### config.mk
export PLATFORM = sky130hd
export DESIGN_NAME = ps2_command_sender
export DESIGN_NICKNAME = d
export VERILOG_FILES = /design/src/rtl/ps2_command_sender.sv
export SDC_FILE = /design/constraint.sdc
export NUM_CORES = 1
export LEC_CHECK = 0
export CORE_UTILIZATION = 30
export DETAILED_ROUTE_END_ITERATION = 8
export PLACE_DENSITY_LB_ADDON = 0.2
export REMOVE_ABC_BUFFERS = 1
export SLEW_MARGIN = 20
export SYNTH_ARGS = -nofsm -noshare
export SYNTH_HDL_FRONTEND = slang
export SYNTH_SLANG_ARGS = --single-unit
### constraint.sdc
create_clock -name CLOCK_50 -period 2.7 [get_ports CLOCK_50]
set_input_delay 0.405 -clock CLOCK_50 [delete_from_list [all_inputs] [get_ports CLOCK_50]]
set_output_delay 0.405 -clock CLOCK_50 [all_outputs]
set_load 0.03 [all_outputs]
### src/rtl/ps2_command_sender.sv
// PS/2 host-to-device command transmitter: inhibits the clock, issues a start bit,
// shifts a byte plus odd parity out on device clock falls and checks the device ACK.
module ps2_command_sender #(
    parameter int INHIBIT_CYCLES = 5000,
    parameter int START_TIMEOUT  = 750000,
    parameter int XFER_TIMEOUT   = 100000
) (
    input  logic       CLOCK_50,
    input  logic       reset,
    input  logic       send_command,
    input  logic [7:0] the_command,
    input  logic       ps2_clk_in,
    input  logic       ps2_dat_in,
    output logic       ps2_clk_drive_low,
    output logic       ps2_dat_drive_low,
    output logic       busy,
    output logic       command_was_sent,
    output logic       error_communication_timed_out
);

    localparam int MAX_A   = (INHIBIT_CYCLES > START_TIMEOUT) ? INHIBIT_CYCLES : START_TIMEOUT;
    localparam int MAX_CNT = (MAX_A > XFER_TIMEOUT) ? MAX_A : XFER_TIMEOUT;
    localparam int CNT_W   = $clog2(MAX_CNT + 1);

    localparam logic [CNT_W-1:0] INH_LAST   = CNT_W'(INHIBIT_CYCLES - 1);
    localparam logic [CNT_W-1:0] START_LAST = CNT_W'(START_TIMEOUT - 1);
    localparam logic [CNT_W-1:0] XFER_LAST  = CNT_W'(XFER_TIMEOUT - 1);
    localparam logic [CNT_W-1:0] CNT_ONE    = CNT_W'(1);

    typedef enum logic [2:0] {
        ST_IDLE       = 3'd0,
        ST_INHIBIT    = 3'd1,
        ST_WAIT_FIRST = 3'd2,
        ST_SEND       = 3'd3,
        ST_WAIT_ACK   = 3'd4,
        ST_WAIT_IDLE  = 3'd5,
        ST_FAIL       = 3'd6
    } state_t;

    function automatic logic odd_parity(input logic [7:0] data);
        return ~^data;
    endfunction

    state_t           state_q, state_d;
    logic [CNT_W-1:0] cnt_q, cnt_d;
    logic [3:0]       bitcnt_q, bitcnt_d;
    logic [8:0]       shift_q, shift_d;
    logic             clk_drive_q, clk_drive_d;
    logic             dat_drive_q, dat_drive_d;
    logic             busy_q, busy_d;
    logic             sent_q, sent_d;
    logic             err_q, err_d;
    logic             clk_meta_q, clk_meta_d;
    logic             clk_s_q, clk_s_d;
    logic             clk_last_q, clk_last_d;
    logic             dat_meta_q, dat_meta_d;
    logic             dat_s_q, dat_s_d;
    logic             fall_s;
    logic             fail_now;

    assign fall_s = clk_last_q & ~clk_s_q;

    // Next-state, counter, shift and output computation
    always_comb begin
        clk_meta_d  = ps2_clk_in;
        clk_s_d     = clk_meta_q;
        clk_last_d  = clk_s_q;
        dat_meta_d  = ps2_dat_in;
        dat_s_d     = dat_meta_q;
        state_d     = state_q;
        cnt_d       = cnt_q;
        bitcnt_d    = bitcnt_q;
        shift_d     = shift_q;
        clk_drive_d = clk_drive_q;
        dat_drive_d = dat_drive_q;
        busy_d      = busy_q;
        sent_d      = 1'b0;
        err_d       = 1'b0;
        fail_now    = 1'b0;

        case (state_q)
            // FAIL already reports busy=0, so it accepts a new request like IDLE
            ST_IDLE, ST_FAIL: begin
                if (send_command) begin
                    state_d     = ST_INHIBIT;
                    busy_d      = 1'b1;
                    clk_drive_d = 1'b1;
                    dat_drive_d = 1'b0;
                    cnt_d       = '0;
                    bitcnt_d    = 4'd0;
                    shift_d     = {odd_parity(the_command), the_command};
                end else begin
                    state_d     = ST_IDLE;
                    busy_d      = 1'b0;
                    clk_drive_d = 1'b0;
                    dat_drive_d = 1'b0;
                end
            end
            ST_INHIBIT: begin
                if (cnt_q == INH_LAST) begin
                    clk_drive_d = 1'b0;
                    dat_drive_d = 1'b1;
                    cnt_d       = '0;
                    state_d     = ST_WAIT_FIRST;
                end else begin
                    cnt_d = cnt_q + CNT_ONE;
                end
            end
            ST_WAIT_FIRST: begin
                if (fall_s) begin
                    dat_drive_d = ~shift_q[0];
                    shift_d     = {1'b0, shift_q[8:1]};
                    bitcnt_d    = 4'd1;
                    cnt_d       = '0;
                    state_d     = ST_SEND;
                end else if (cnt_q >= START_LAST) begin
                    fail_now = 1'b1;
                end else begin
                    cnt_d = cnt_q + CNT_ONE;
                end
            end
            ST_SEND: begin
                if (fall_s) begin
                    cnt_d = cnt_q + CNT_ONE;
                    if (bitcnt_q == 4'd9) begin
                        dat_drive_d = 1'b0;
                        state_d     = ST_WAIT_ACK;
                    end else begin
                        dat_drive_d = ~shift_q[0];
                        shift_d     = {1'b0, shift_q[8:1]};
                        bitcnt_d    = bitcnt_q + 4'd1;
                    end
                end else if (cnt_q >= XFER_LAST) begin
                    fail_now = 1'b1;
                end else begin
                    cnt_d = cnt_q + CNT_ONE;
                end
            end
            ST_WAIT_ACK: begin
                if (fall_s) begin
                    cnt_d = cnt_q + CNT_ONE;
                    if (!dat_s_q) begin
                        state_d = ST_WAIT_IDLE;
                    end else begin
                        fail_now = 1'b1;
                    end
                end else if (cnt_q >= XFER_LAST) begin
                    fail_now = 1'b1;
                end else begin
                    cnt_d = cnt_q + CNT_ONE;
                end
            end
            ST_WAIT_IDLE: begin
                if (clk_s_q && dat_s_q) begin
                    sent_d   = 1'b1;
                    busy_d   = 1'b0;
                    cnt_d    = '0;
                    bitcnt_d = 4'd0;
                    state_d  = ST_IDLE;
                end else if (cnt_q >= XFER_LAST) begin
                    fail_now = 1'b1;
                end else begin
                    cnt_d = cnt_q + CNT_ONE;
                end
            end
            default: begin
                state_d     = ST_IDLE;
                busy_d      = 1'b0;
                clk_drive_d = 1'b0;
                dat_drive_d = 1'b0;
            end
        endcase

        if (fail_now) begin
            state_d     = ST_FAIL;
            err_d       = 1'b1;
            busy_d      = 1'b0;
            clk_drive_d = 1'b0;
            dat_drive_d = 1'b0;
            cnt_d       = '0;
            bitcnt_d    = 4'd0;
            shift_d     = 9'd0;
        end else begin
            err_d = 1'b0;
        end
    end

    // State, synchroniser and registered-output flops with synchronous reset
    always_ff @(posedge CLOCK_50) begin
        if (reset) begin
            state_q     <= ST_IDLE;
            cnt_q       <= '0;
            bitcnt_q    <= 4'd0;
            shift_q     <= 9'd0;
            clk_drive_q <= 1'b0;
            dat_drive_q <= 1'b0;
            busy_q      <= 1'b0;
            sent_q      <= 1'b0;
            err_q       <= 1'b0;
            clk_meta_q  <= 1'b1;
            clk_s_q     <= 1'b1;
            clk_last_q  <= 1'b1;
            dat_meta_q  <= 1'b1;
            dat_s_q     <= 1'b1;
        end else begin
            state_q     <= state_d;
            cnt_q       <= cnt_d;
            bitcnt_q    <= bitcnt_d;
            shift_q     <= shift_d;
            clk_drive_q <= clk_drive_d;
            dat_drive_q <= dat_drive_d;
            busy_q      <= busy_d;
            sent_q      <= sent_d;
            err_q       <= err_d;
            clk_meta_q  <= clk_meta_d;
            clk_s_q     <= clk_s_d;
            clk_last_q  <= clk_last_d;
            dat_meta_q  <= dat_meta_d;
            dat_s_q     <= dat_s_d;
        end
    end

    assign ps2_clk_drive_low             = clk_drive_q;
    assign ps2_dat_drive_low             = dat_drive_q;
    assign busy                          = busy_q;
    assign command_was_sent              = sent_q;
    assign error_communication_timed_out = err_q;

endmodule

==> results.md <==
- Synth unique cells: 74
- Worst Skew: between 10 and 15 ps
- Clock buffer depth: 2
- Placed wire-length estimate: approximately 5000 um
- Vias in the first global route: between 2000 and 2500
- PnR worst setup slack: between 300 and 400 ps
- H-tree depth: 2
- # setup viols final: 0
- DR iter-0 viols: 159
- Relative slew slack: approximately 57%
- Postcts setup bufs: 0
- Worst slew pin tran: 647 ps
- Final Hold Fails: 0
- Largest net degree at the start of global routing: 21
- Critical path launch point: cnt_q[0]$_SDFFE_PP0P_
- Global route overflow: 0
- Worst Path Max Fanout: 10
- Commonest non-fill, non-tap cell in the layout: dfxtp_1
- Kind of critical path: flip-flop to flip-flop
- Num ports: 18
- Final wirelength: 6950 um
- DR DRC count: 0
- R2R depth: 8
- Critical path launch point type: flip-flop
- Setup tns final: 0 ps
- Endpoint, Worst Hold: clk_last_d$_SDFF_PP1_
- Initial antenna violation count: 0
- Most frequent cells in the layout: 46 x dfxtp_1, 26 x nor2_1, 19 x nand2_1, 19 x a21oi_1, 17 x clkdlybuf4s50_1
- Primary FF master, synth: dfxtp_1
- FP Rows: 34
- PD cells: between 700 and 800 mW/mm^2
- Register bit count reported by yosys: 46
- Core footprint: 0.00889 sq mm
- Antenna viol nets, final: 0
- Pre-antenna DRT Iters: 4
- Critical path's top delay family: compound AO/OA/AOI/OAI gates
- Cell Chain, Critical Path: ha_1, and3_4, a311oi_2, o221ai_2, a22oi_4, nand2_2, buf_4, nor3_1
- Minimum clock period: between 2000 and 2500 ps
- Cell taking the most area after synthesis: dfxtp_1
- Worst-Skew Late Latency: slightly above 300 ps
- Post-synth EDFFs: 0
- Slew Viols, Final: 0
- First-pass GRT wire length: between 10000 and 15000 um
- Die Wd: between 90 and 100 um
- Layout cells sized above 1: approximately 16%
- Reg2reg start: cnt_q[0]$_SDFFE_PP0P_
- CTS Hold Buffers Added: 0
- WP data required: 2920 ps
- Outcome: finished, final reports clean
- Final net count: around 360
- Post-synthesis cell area: between 0.002 and 0.003 sq mm
- Share of the yosys chip area belonging to registers: ~33%
- Max VDD drop: ~0.27 mV
- Hold path depth: 1
- Leak Pwr: about 1.1 nW
- Via count: 2558
- Number of max-cap violations: 0
- Crit share post-route: around 89%
- Via density: 5.67
- Starting Density: a little under a third
- P&R area growth vs syn: 14.1%
- CP max stage cell: dfxtp_1
- FF-to-FF setup slack: slightly above 300 ps
- GRT Resource Usage Total: between 10 and 15%
- Fill cells: a little under 900
- Post-synthesis cell count: 320
- Num CTS Buffers: 5
- Reg clk slew, reported paths: ~90 ps
- Fmax: around 0.42 GHz
- CTS tree: done
- N_diodes: 0
- CP Buf/Inv Count: 1
- Hold Crit Start: clk_meta_q$_SDFF_PP1_
- RSZ-0062 raised after global routing: no
- Die Area: 0.00973 sq mm
- Ys async rst share: 0%
- WL/cell: between 15 and 20 um
- HP Class: flip-flop to flip-flop
- Synth top area share: roughly a third
- Worst stage delay on the critical path: 350 ps
- Gpl congestion: roughly 0.86
- Setup crit end kind: flip-flop
- Die height: between 90 and 100 um
- Reg2reg end: cnt_q[4]$_SDFFE_PP0P_
- Post_cts resized: 0
- Synth warn: 0
- Post-place setup slack: 247 ps
- Arr. time, crit path: 2620 ps
- Syn avg cell area: ~8.8 sq um
- Total clock sinks: 46
- I/O Buffers: 17
- CTS Root Cell: clkbuf_8
- Synth area leaders: dfxtp_1 33%, a211oi_1 3.5%, nor2_1 3.5%, a21oi_1 3.4%, a31oi_1 2.9%
[Yosys cell counts, types with 3 or more instances]
cell / count
a211oi_1: 13
a21oi_1: 19
a311oi_1: 4
a31oi_1: 13
a41oi_1: 3
and2_1: 3
and3_1: 12
buf_2: 8
buf_6: 5
dfxtp_1: 46
ha_1: 3
inv_1: 7
mux2i_1: 8
nand2_1: 19
nand2b_1: 6
nand3_1: 12
nand4_1: 8
nor2_1: 26
nor2b_1: 6
nor3_1: 10
o211ai_1: 3
o21ai_0: 13
or2_2: 5
xnor2_1: 7
[registers in the layout, indices dropped and copies added, names as in the netlist, 3 cells and up]
register / flops
bitcnt_q: 4
state_q: 3
shift_q: 9
cnt_q: 20
[cell families (layout without fill, tap and decap cells)]
logic type               count (synthesis)  count (layout)  synth area share (%)
buffers and inverters                   25              48                  5.31
XOR/XNOR                                 8               8                  2.50
adder cells (fa/ha/maj)                  4               4                  1.74
AND/OR/NAND/NOR                        129             129                  26.5
multiplexers                             8               8                  2.86
AO/OA/AOI/OAI                          100             100                  28.3
flip-flops                              46              46                  32.9
[per-layer routing]
layer  vias to the layer above  track usage (%)  wire (um)
met1                      1213             21.0       3580
met3                        10             2.27        266
met5                         -                0          0
li1                       1268                -          -
met4                         0             5.74        109
met2                        67             22.8       3000
[layout make-up]
cell class	count	area [sq um]	area share, %
multi-input cells	249	1740	54.3
well taps	108	135	4.23
inverters	8	30.0	0.939
clock buffers	5	68.8	2.15
flip-flops and latches	46	921	28.8
clock inverters	3	23.8	0.744
repair buffers	32	283	8.85
[power breakdown]
part,internal [mW],switching (mW)
sequential,0.777,0.0955
clock,0.185,0.257
combinational,0.406,0.592
[per-stage QoR]
step	power (mW)	instance area [sq um]	utilization (%)	hold WS (ps)	std cells
after floorplan	1.57	2680	-	389	303
after global placement	1.87	3100	34.9	393	443
after detailed placement	1.88	3100	34.9	394	443
after CTS	2.33	3190	35.9	418	451
after global routing	2.47	3200	36.0	442	451
final	2.31	3200	36.0	416	451
[worst max-delay path by stage]
| stage | slack, ps | cells past startpoint | endpoint |
|---|---|---|---|
| after global routing | 130 | 8 | cnt_q[4]$_SDFFE_PP0P_ |
| after floorplan | 340 | 6 | shift_q[8]$_SDFFE_PP0P_ |
| after detailed placement | 250 | 7 | cnt_q[14]$_SDFFE_PP0P_ |
| final | 310 | 8 | cnt_q[4]$_SDFFE_PP0P_ |
| after CTS | 260 | 8 | shift_q[8]$_SDFFE_PP0P_ |
| after global placement | 200 | 7 | cnt_q[14]$_SDFFE_PP0P_ |
(Power assumes the default switching activity.)
